===== src/rtl/seq_div.sv =====
// rtl/seq_div.sv - iterative unsigned restoring divider, one quotient bit per clock
//
// Purpose:
//   Computes quot = floor(a / b) and rem = a mod b for DATAWIDTH-bit unsigned
//   operands using a restoring shift/subtract loop. One quotient bit is
//   produced per clock, so a division takes DATAWIDTH cycles from the start
//   edge to the done pulse. Division by zero is not special-cased: the loop
//   naturally yields quot = all ones and rem = a.
//
// Optional feature:
//   SEQ_DIV_DBZ_EN - when defined, adds the dbz output, which reports whether
//                    the captured divisor was zero for the most recent result.
//
// Ports:
//   clk    in   1          rising-edge clock
//   rst    in   1          asynchronous, active-high reset
//   start  in   1          launch request, accepted in IDLE or DONE
//   a      in   DATAWIDTH  dividend, captured when start is accepted
//   b      in   DATAWIDTH  divisor, captured when start is accepted
//   busy   out  1          high while a division is in progress
//   done   out  1          single-cycle pulse, quot/rem just became valid
//   dbz    out  1          divide-by-zero flag (SEQ_DIV_DBZ_EN only)
//   quot   out  DATAWIDTH  registered quotient, holds until next completion
//   rem    out  DATAWIDTH  registered remainder, holds until next completion

module seq_div #(
  parameter int DATAWIDTH = 16
) (
  input  logic                 clk,
  input  logic                 rst,
  input  logic                 start,
  input  logic [DATAWIDTH-1:0] a,
  input  logic [DATAWIDTH-1:0] b,
  output logic                 busy,
  output logic                 done,
`ifdef SEQ_DIV_DBZ_EN
  output logic                 dbz,
`endif
  output logic [DATAWIDTH-1:0] quot,
  output logic [DATAWIDTH-1:0] rem
);

  localparam int W  = DATAWIDTH;
  localparam int CW = $clog2(DATAWIDTH);
  localparam logic [CW-1:0] LAST = CW'(DATAWIDTH - 1);

  typedef enum logic [1:0] {
    IDLE = 2'd0,
    CALC = 2'd1,
    DONE = 2'd2
  } state_t;

  state_t state, state_d;

  // dvd_q starts as the dividend; each iteration its top bit moves into the
  // partial remainder and the new quotient bit enters at the bottom, so after
  // DATAWIDTH iterations it holds the quotient.
  logic [W-1:0]  dvd_q, dvd_d;
  logic [W-1:0]  dvs_q, dvs_d;
  logic [W-1:0]  prem_q, prem_d;
  logic [CW-1:0] cnt_q, cnt_d;

  logic [W-1:0]  quot_d, rem_d;
  logic          busy_d, done_d;
`ifdef SEQ_DIV_DBZ_EN
  logic          dbz_d;
`endif

  // Iteration datapath. shifted is the DATAWIDTH+1-bit partial remainder
  // after the left shift. The stored remainder is always < divisor, so it
  // fits in DATAWIDTH bits; only the shifted value needs the extra bit.
  logic [W:0]    shifted;
  logic          qbit;
  logic [W-1:0]  diff_lo;
  logic [W-1:0]  prem_next;
  logic [W-1:0]  dvd_next;

  assign shifted   = {prem_q, dvd_q[W-1]};
  assign qbit      = (shifted >= {1'b0, dvs_q});
  // When the trial subtraction succeeds the difference is < divisor, so the
  // low DATAWIDTH bits of the modular difference are the exact result.
  assign diff_lo   = shifted[W-1:0] - dvs_q;
  // On restore, shifted < divisor, so its top bit is zero and can be dropped.
  assign prem_next = qbit ? diff_lo : shifted[W-1:0];
  assign dvd_next  = {dvd_q[W-2:0], qbit};

  always_ff @(posedge clk or posedge rst) begin
    if (rst) begin
      state <= IDLE;
    end else begin
      state <= state_d;
    end
  end

  always_comb begin
    state_d = state;
    dvd_d   = dvd_q;
    dvs_d   = dvs_q;
    prem_d  = prem_q;
    cnt_d   = cnt_q;
    quot_d  = quot;
    rem_d   = rem;
    busy_d  = 1'b0;
    done_d  = 1'b0;
`ifdef SEQ_DIV_DBZ_EN
    dbz_d   = dbz;
`endif

    case (state)
      IDLE, DONE: begin
        if (start) begin
          dvd_d   = a;
          dvs_d   = b;
          prem_d  = '0;
          cnt_d   = '0;
          busy_d  = 1'b1;
          state_d = CALC;
        end else begin
          state_d = IDLE;
        end
      end

      CALC: begin
        // start is deliberately not looked at here: a running operation
        // can neither be restarted nor have its operands replaced.
        dvd_d  = dvd_next;
        prem_d = prem_next;
        cnt_d  = cnt_q + 1'b1;
        busy_d = 1'b1;
        if (cnt_q == LAST) begin
          // Results are loaded straight from the final iteration so that
          // quot/rem never expose partial values.
          quot_d  = dvd_next;
          rem_d   = prem_next;
          busy_d  = 1'b0;
          done_d  = 1'b1;
`ifdef SEQ_DIV_DBZ_EN
          dbz_d   = (dvs_q == '0);
`endif
          state_d = DONE;
        end
      end

      default: begin
        state_d = IDLE;
      end
    endcase
  end

  always_ff @(posedge clk or posedge rst) begin
    if (rst) begin
      dvd_q  <= '0;
      dvs_q  <= '0;
      prem_q <= '0;
      cnt_q  <= '0;
      quot   <= '0;
      rem    <= '0;
      busy   <= 1'b0;
      done   <= 1'b0;
`ifdef SEQ_DIV_DBZ_EN
      dbz    <= 1'b0;
`endif
    end else begin
      dvd_q  <= dvd_d;
      dvs_q  <= dvs_d;
      prem_q <= prem_d;
      cnt_q  <= cnt_d;
      quot   <= quot_d;
      rem    <= rem_d;
      busy   <= busy_d;
      done   <= done_d;
`ifdef SEQ_DIV_DBZ_EN
      dbz    <= dbz_d;
`endif
    end
  end

endmodule

===== config.mk =====
export PLATFORM = sky130hd
export DESIGN_NAME = seq_div
export DESIGN_NICKNAME = d
export VERILOG_FILES = /design/src/rtl/seq_div.sv
export SDC_FILE = /design/constraint.sdc
export NUM_CORES = 1
export LEC_CHECK = 0
export ABC_AREA = 1
export BUFFER_PORTS_ARGS = -buffer_cell sky130_fd_sc_hd__buf_2
export CORE_ASPECT_RATIO = 1.5
export CORE_UTILIZATION = 30
export DETAILED_ROUTE_END_ITERATION = 7
export PLACE_DENSITY = 0.48
export SLEW_MARGIN = 20
export SYNTH_ARGS = -nofsm -noshare
export SYNTH_HDL_FRONTEND = slang
export SYNTH_SLANG_ARGS = --single-unit

===== constraint.sdc =====
create_clock -name clk -period 3.3 [get_ports clk]
set_input_delay 0.66 -clock clk [delete_from_list [all_inputs] [get_ports clk]]
set_output_delay 0.66 -clock clk [all_outputs]
set_load 0.01 [all_outputs]

==> run_results.csv, run 1 <==
group,metric,value,unit
setup_path,worstPathArrival,2630,ps
clock_tree,cts.sinks,88,
yosys,syn_inst,604,
routing,ant_nets,0,
timing,setup_viol,0,
job,cap_violations,0,
finish,area_delta_synth_final,18.13,%
finish,n_antenna_cell,0,
routing,viasPerCell,4.676,
yosys,ys.warnings.count,0,
floorplan,start_util,31.03,%
timing,tightest_slew,883.0,ps
finish,drive_gt1_share,18.15,%
routing,wirelength,12380,um
clock_tree,numCtsBuffers,9,
yosys,seq_area_frac_synth,46.45,%
pwr,p_int,0.003568,W
finish,fin_nets,720,
run_status,status,"finished clean",
floorplan,core_area,15280,um2
pwr,p_comb_share,54.5,%
floorplan,fp.dieW,104.6,um
setup_path,critPathMaxFanout,18,
clock_tree,ctsHtreeMaxLevel,3,
pwr,power_switching,0.003047,W
yosys,synth.net_count,657,
setup_path,r2r_cells,13,
pwr,clkPwrFrac,17.1,%
routing,dr.pass1.iters,4,
setup_path,crit_top_cell,"nand2_1",
yosys,synth_area,4741,um2
yosys,synth.top_cell.area_share,46.45,%
setup_path,cp.required,3530,ps
clock_tree,clock_latency,340,ps
setup_path,max_stage_delay,410,ps
global_route,grt_pass1_vias,4196,
clock_tree,clock_path_buffers,2,
pwr,powerDensity,1181,nW/um2
routing,routedWlPerCell,14.21,um
min_path,hold_class,"input pin to async pin",
timing,min_period_over_period,72.64,%
timing,fmax,0.4172,GHz
floorplan,rows,55,
clock_tree,tritoncts,"done",
global_route,grt_pass1_wl,21280,um
pwr,p_total,0.006615,W
pwr,power_frac_seq,28.3,%
finish,most-common-layout-cells,"191 x nand2_1, 88 x dfrtp_1, 76 x inv_1",
routing,drt_iter0_drc,223,
clock_tree,holdBufCountCts,0,
finish,final_common_cell,"nand2_1",
pwr,leakage,3.010,nW
yosys,avgSynthCellArea,7.849,um2
placed_design,place.gp.congestion,0.8344,
yosys,synth_top_area_cell,"dfrtp_1",
setup_path,path_depth,13,
global_route,grt_max_degree,48,
floorplan,die-height,156.0,um
setup_path,cp_slowest_cell,"dfrtp_1",
yosys,synth_cell_types,36,
routing,vias,4073,
timing,setup_ws,902.9,ps
yosys,synth_area_leaders,"dfrtp_1 46%, nand2_1 15%, nand3_1 6.3%, inv_1 6.1%, ha_1 4.5%",
clock_tree,cts_root_buffer,"clkbuf_16",
timing,hold_viol_final,0,
placed_design,io_buffers,68,
global_route,gr-total-overflow,0,
routing,post-route-drc-count,0,
finish,fillers,1644,
setup_path,endpoint_kind,"flop",
setup_path,crit_path_cell_trace,"ha_1, nand2_1, inv_1, nand2_1, nand2_1, nand2_1, nand2_1, nor2_4, nand2_4, nand2_1, nand2_1, nand2_1, nand2_1",
pwr,switching_share,46.06,%
timing,maxSlewHeadroom,41.13,%
clock_tree,post_cts_buffers,0,
pwr,ir_drop,0.3365,mV
setup_path,cp-start-kind,"flop",
timing,min_period,2397,ps
setup_path,worstReg2RegStart,"prem_q[11]",
floorplan,ios,69,
timing,rsz0062_at_grt,"false",
placed_design,dpl_worst_slack,926.2,ps
setup_path,path_buf_inv,1,
placed_design,hpwlAfterDp,9000,um
timing,slew_viol_final,0,
floorplan,die-area,16320,um2
clock_tree,cts_resized,0,
timing,fin_skew,7.667,ps
yosys,ys_seq_elements,88,
clock_tree,clk_pin_slew,70,ps
global_route,antenna_found_initial,0,
timing,fin_tns_setup,0,ps
global_route,grt_usage,16.43,%
setup_path,crit_path_start,"prem_q[11]",
setup_path,path_delay_family,"simple AND/OR/NAND/NOR gates",
setup_path,path_class,"flop to flop",
power by group through the flow:
stage	clock, W	sequential, W	combinational [W]
floorplan	0	0.00193	0.00267
global placement	0	0.00188	0.00360
detailed placement	0	0.00190	0.00362
CTS	0.00116	0.00188	0.00365
global route	0.00120	0.00194	0.00417
finish	0.00113	0.00187	0.00361
routing by layer:
layer	vias up	part of all wire [%]	GRT usage [%]
li1	2048	-	-
met1	1918	44	20.37
met2	91	50	28.86
met3	16	4.0	2.423
met4	0	1.8	5.902
met5	-	0	0
final cells by class:
| type | count | area (um2) | area share, % |
|---|---|---|---|
| Sequential cell | 88 | 2202 | 39.32 |
| Multi-Input combinational cell | 410 | 2107 | 37.62 |
| Timing Repair Buffer | 74 | 397.9 | 7.105 |
| Inverter | 84 | 316.6 | 5.652 |
| Tap cell | 199 | 249.0 | 4.446 |
| Clock buffer | 9 | 225.2 | 4.021 |
| Clock inverter | 7 | 102.6 | 1.832 |
path summary, 6_finish.rpt:
kind	end	slack, ps
worst min-delay path	busy	460
min in group clk	quot[7]	480
worst min register to register	quot[7]	480
max in group asynchronous	dvd_q[8]	2100
worst max-delay path	rem[8]	900
worst max register to register	rem[8]	900
metrics by stage:
stage	instances	cell area [um2]	hold slack [ps]	utilization [%]
after floorplan	604	4741	463.0	-
after global placement	855	5273	460.5	34.51
after detailed placement	855	5273	464.2	34.51
after CTS	871	5600	482.9	36.66
after global routing	871	5600	510.2	36.66
final	871	5600	461.8	36.66
kinds of logic (layout without fill, tap and decap cells):
family | count (synthesis) | count (layout) | share of synthesized area (%)
and+or+nand+nor | 320 | 320 | 29.90
buffers and inverters | 106 | 174 | 9.105
xor gates and xnor gates | 6 | 6 | 1.109
adders and majority gates | 18 | 18 | 4.909
muxes | 1 | 1 | 0.2375
AOI/OAI and AO/OA | 65 | 65 | 8.287
DFF | 88 | 88 | 46.45
flip-flops by register name, indices dropped and copies added (netlist names):
name and cells:
dvs_q 16, cnt_q 4, quot 16, prem_q 16, dvd_q 16, busy 1
rem 16, done 1, state 2
Yosys cell counts:
| library cell | count |
|---|---|
| buf_12 | 1 |
| and2_1 | 2 |
| a22o_1 | 1 |
| buf_4 | 2 |
| ha_1 | 17 |
| inv_2 | 7 |
| nand2_4 | 1 |
| o221ai_1 | 15 |
| a31oi_1 | 2 |
| nand4_1 | 4 |
| fa_1 | 1 |
| nand2_2 | 8 |
| xnor2_1 | 3 |
| o21ai_1 | 7 |
| or2_2 | 1 |
| nor2_4 | 3 |
| nor3_1 | 1 |
| or2_1 | 1 |
| nand3_2 | 5 |
| a21oi_1 | 26 |
| buf_2 | 8 |
| inv_1 | 77 |
| nor2_1 | 32 |
| clkbuf_1 | 9 |
| nor3_2 | 1 |
| nand3b_1 | 6 |
| nand3_1 | 60 |
| buf_1 | 2 |
| o31ai_1 | 1 |
| mux2_2 | 1 |
| o211ai_1 | 1 |
| dfrtp_1 | 88 |
| o21ai_0 | 12 |
| xor2_1 | 3 |
| nor2_2 | 4 |
| nand2_1 | 191 |
worst reg2reg max path, stage by stage, from the launching register on:
cell and delay, ps:
dfrtp_1 410, ha_1 360, nand2_1 120, inv_1 60
nand2_1 60, nand2_1 80, nand2_1 70, nand2_1 80
nor2_4 400, nand2_4 270, nand2_1 140, nand2_1 70
nand2_1 100, nand2_1 70
Power figures use the tool's default switching activity.
==> inputs of run 2 (changes only) <==
--- a/config.mk
+++ b/config.mk
@@ -10,7 +10,7 @@
 export CORE_ASPECT_RATIO = 1.5
 export CORE_UTILIZATION = 30
 export DETAILED_ROUTE_END_ITERATION = 7
-export PLACE_DENSITY = 0.48
+export PLACE_DENSITY = 0.5
 export SLEW_MARGIN = 20
 export SYNTH_ARGS = -nofsm -noshare
 export SYNTH_HDL_FRONTEND = slang
==> constraint.sdc (replaced) <==
create_clock -name clk -period 2.1 [get_ports clk]
set_input_delay 0.42 -clock clk [delete_from_list [all_inputs] [get_ports clk]]
set_output_delay 0.42 -clock clk [all_outputs]
set_load 0.01 [all_outputs]
==> run 2 against run 1 <==
Clock skew barely moved. Core utilization up 2.9 points. Die area did not move. Critical path depth is 1 lower. Final area is 8.0% higher. Clock-buffer cell count did not move. Maximum frequency rose by 19%. Critical endpoint is now rem[15].
==> run_results.csv, run 2 (same netlist as run 1, synthesis figures left out) <==
group,metric,value,unit
run_status,status,"finished clean",
floorplan,core_area,15280,um2
placed_design,io_buffers,68,
timing,fin_skew,7.262,ps
placed_design,dpl-instance-area,5453,um2
finish,most-common-layout-cells,"180 x nand2_1, 88 x dfrtp_1, 71 x inv_1",
finish,instances_no_fill,900,
timing,maxSlewHeadroom,67.91,%
clock_tree,ctsHtreeMaxLevel,3,
routing,drt_iter0_drc,234,
setup_path,ff2ff_setup_slack,90,ps
global_route,grt_pass1_vias,4121,
floorplan,ios,69,
placed_design,dp.cells,877,
clock_tree,cts.sinks,88,
setup_path,cp.required,2390,ps
timing,hold_viol_final,0,
timing,tightest_slew,481.4,ps
timing,fmax,0.4970,GHz
min_path,hold_class,"input pin to async pin",
routing,post-route-drc-count,0,
routing,wl_met3,354,um
routing,dr.pass1.iters,4,
pwr,ir_drop,0.5792,mV
placed_design,hpwlAfterDp,9109,um
global_route,grt_usage,16.15,%
setup_path,cp-start-kind,"flop",
finish,fin_nets,749,
routing,routedWlPerCell,14.22,um
floorplan,die-height,156.0,um
placed_design,dpl_worst_slack,4.668,ps
setup_path,worstReg2RegEnd,"rem[15]",
setup_path,endpoint_kind,"flop",
timing,setup_ws,87.79,ps
clock_tree,numCtsBuffers,9,
setup_path,worstPathArrival,2300,ps
routing,ant_nets,0,
pwr,powerDensity,1918,nW/um2
timing,min_period,2012,ps
timing,setup_viol,0,
clock_tree,clock_path_buffers,2,
clock_tree,cts_root_buffer,"clkbuf_16",
job,cap_violations,0,
clock_tree,holdBufCountCts,0,
finish,final_common_cell,"nand2_1",
setup_path,path_class,"flop to flop",
routing,vias,4151,
finish,area_delta_synth_final,27.61,%
global_route,antenna_found_initial,0,
routing,wl_met1,5584,um
placed_design,place.gp.congestion,0.8632,
setup_path,worstReg2RegStart,"prem_q[12]",
floorplan,fp.dieW,104.6,um
global_route,grt_max_degree,89,
global_route,gr-total-overflow,0,
finish,fin_area,6050,um2
clock_tree,tritoncts,"done",
setup_path,r2r_cells,12,
routing,viasPerCell,4.612,
timing,slew_viol_final,0,
pwr,p_total,0.01161,W
floorplan,start_util,31.03,%
timing,min_period_over_period,95.82,%
setup_path,critPathMaxFanout,8,
routing,route.top_layer_used,"met4",
routing,met2_length,6558,um
clock_tree,clock_latency,350,ps
finish,n_antenna_cell,0,
global_route,grt_pass1_wl,20760,um
finish,drive_gt1_share,26.11,%
pwr,leakage,3.172,nW
floorplan,die-area,16320,um2
clock_tree,clk_pin_slew,70,ps
floorplan,rows,55,
routing,wirelength,12800,um
## run 2: cell count changes in the layout (fill, tap and decap cells not counted), sizes merged
cell      delta
clkinvlp     +1
bufinv       -2
clkinv       +1
buf         +28
clkbuf       +1
## run 2: how the worst max path moves through the flow
| stage | start | depth (start not counted) | end |
|---|---|---|---|
| after floorplan | dvd_q[15] | 16 | prem_q[10] |
| after global placement | dvd_q[15] | 12 | prem_q[6] |
| after detailed placement | dvd_q[15] | 12 | prem_q[6] |
| after CTS | prem_q[5] | 12 | prem_q[6] |
| after global routing | dvd_q[15] | 16 | prem_q[10] |
| final | prem_q[12] | 12 | rem[15] |
## run 2: repair_timing
action | CTS | global route
buffers inserted | 0 | 6
gates resized for setup | 1 | 47
gates cloned | 0 | 1
pin swaps | 0 | 5
endpoints found under the setup margin | 1 | 33
## run 2: where the power goes
group,leakage (nW),switching [W],internal (W)
logic,2.00,0.00411,0.00297
clock network,0.128,0.000736,0.000811
registers,1.05,0.000442,0.00253
## run 2: layout make-up
class / count / area, um2
inverter: 84 / 319.1
timing repair buffer: 103 / 689.4
tap: 199 / 249.0
fill: 1611 / 9228
multi-input combinational: 410 / 2311
clock inverter: 7 / 53.80
sequential: 88 / 2202
clock buffer: 9 / 225.2
## run 2: through the flow
step | hold WS (ps) | setup TNS [ps] | util (%)
6_report | 201.7 | 0 | 39.60
5_1_grt | 245.4 | -94.45 | 39.60
4_1_cts | 216.9 | 0 | 37.57
3_5_place_dp | 464.1 | 0 | 35.69
3_3_place_gp | 459.9 | 0 | 35.69
2_1_floorplan | 463.0 | 0 | -
## run 2: routing by layer
| layer | vias to the layer above | track usage [%] |
|---|---|---|
| li1 | 2109 | - |
| met5 | - | 0 |
| met1 | 1958 | 19.57 |
| met3 | 15 | 2.423 |
| met2 | 69 | 28.41 |
| met4 | 0 | 6.841 |
## run 2: worst max-delay path, cell delays in order, from the launching register on
cell	delay, ps
dfrtp_1	400
ha_1	370
nand2_1	140
inv_1	80
nand3_1	120
nor2_4	50
nor2_4	180
nand2_8	100
buf_6	160
buf_4	130
nand3_2	50
nand3_1	80
nand2_1	70
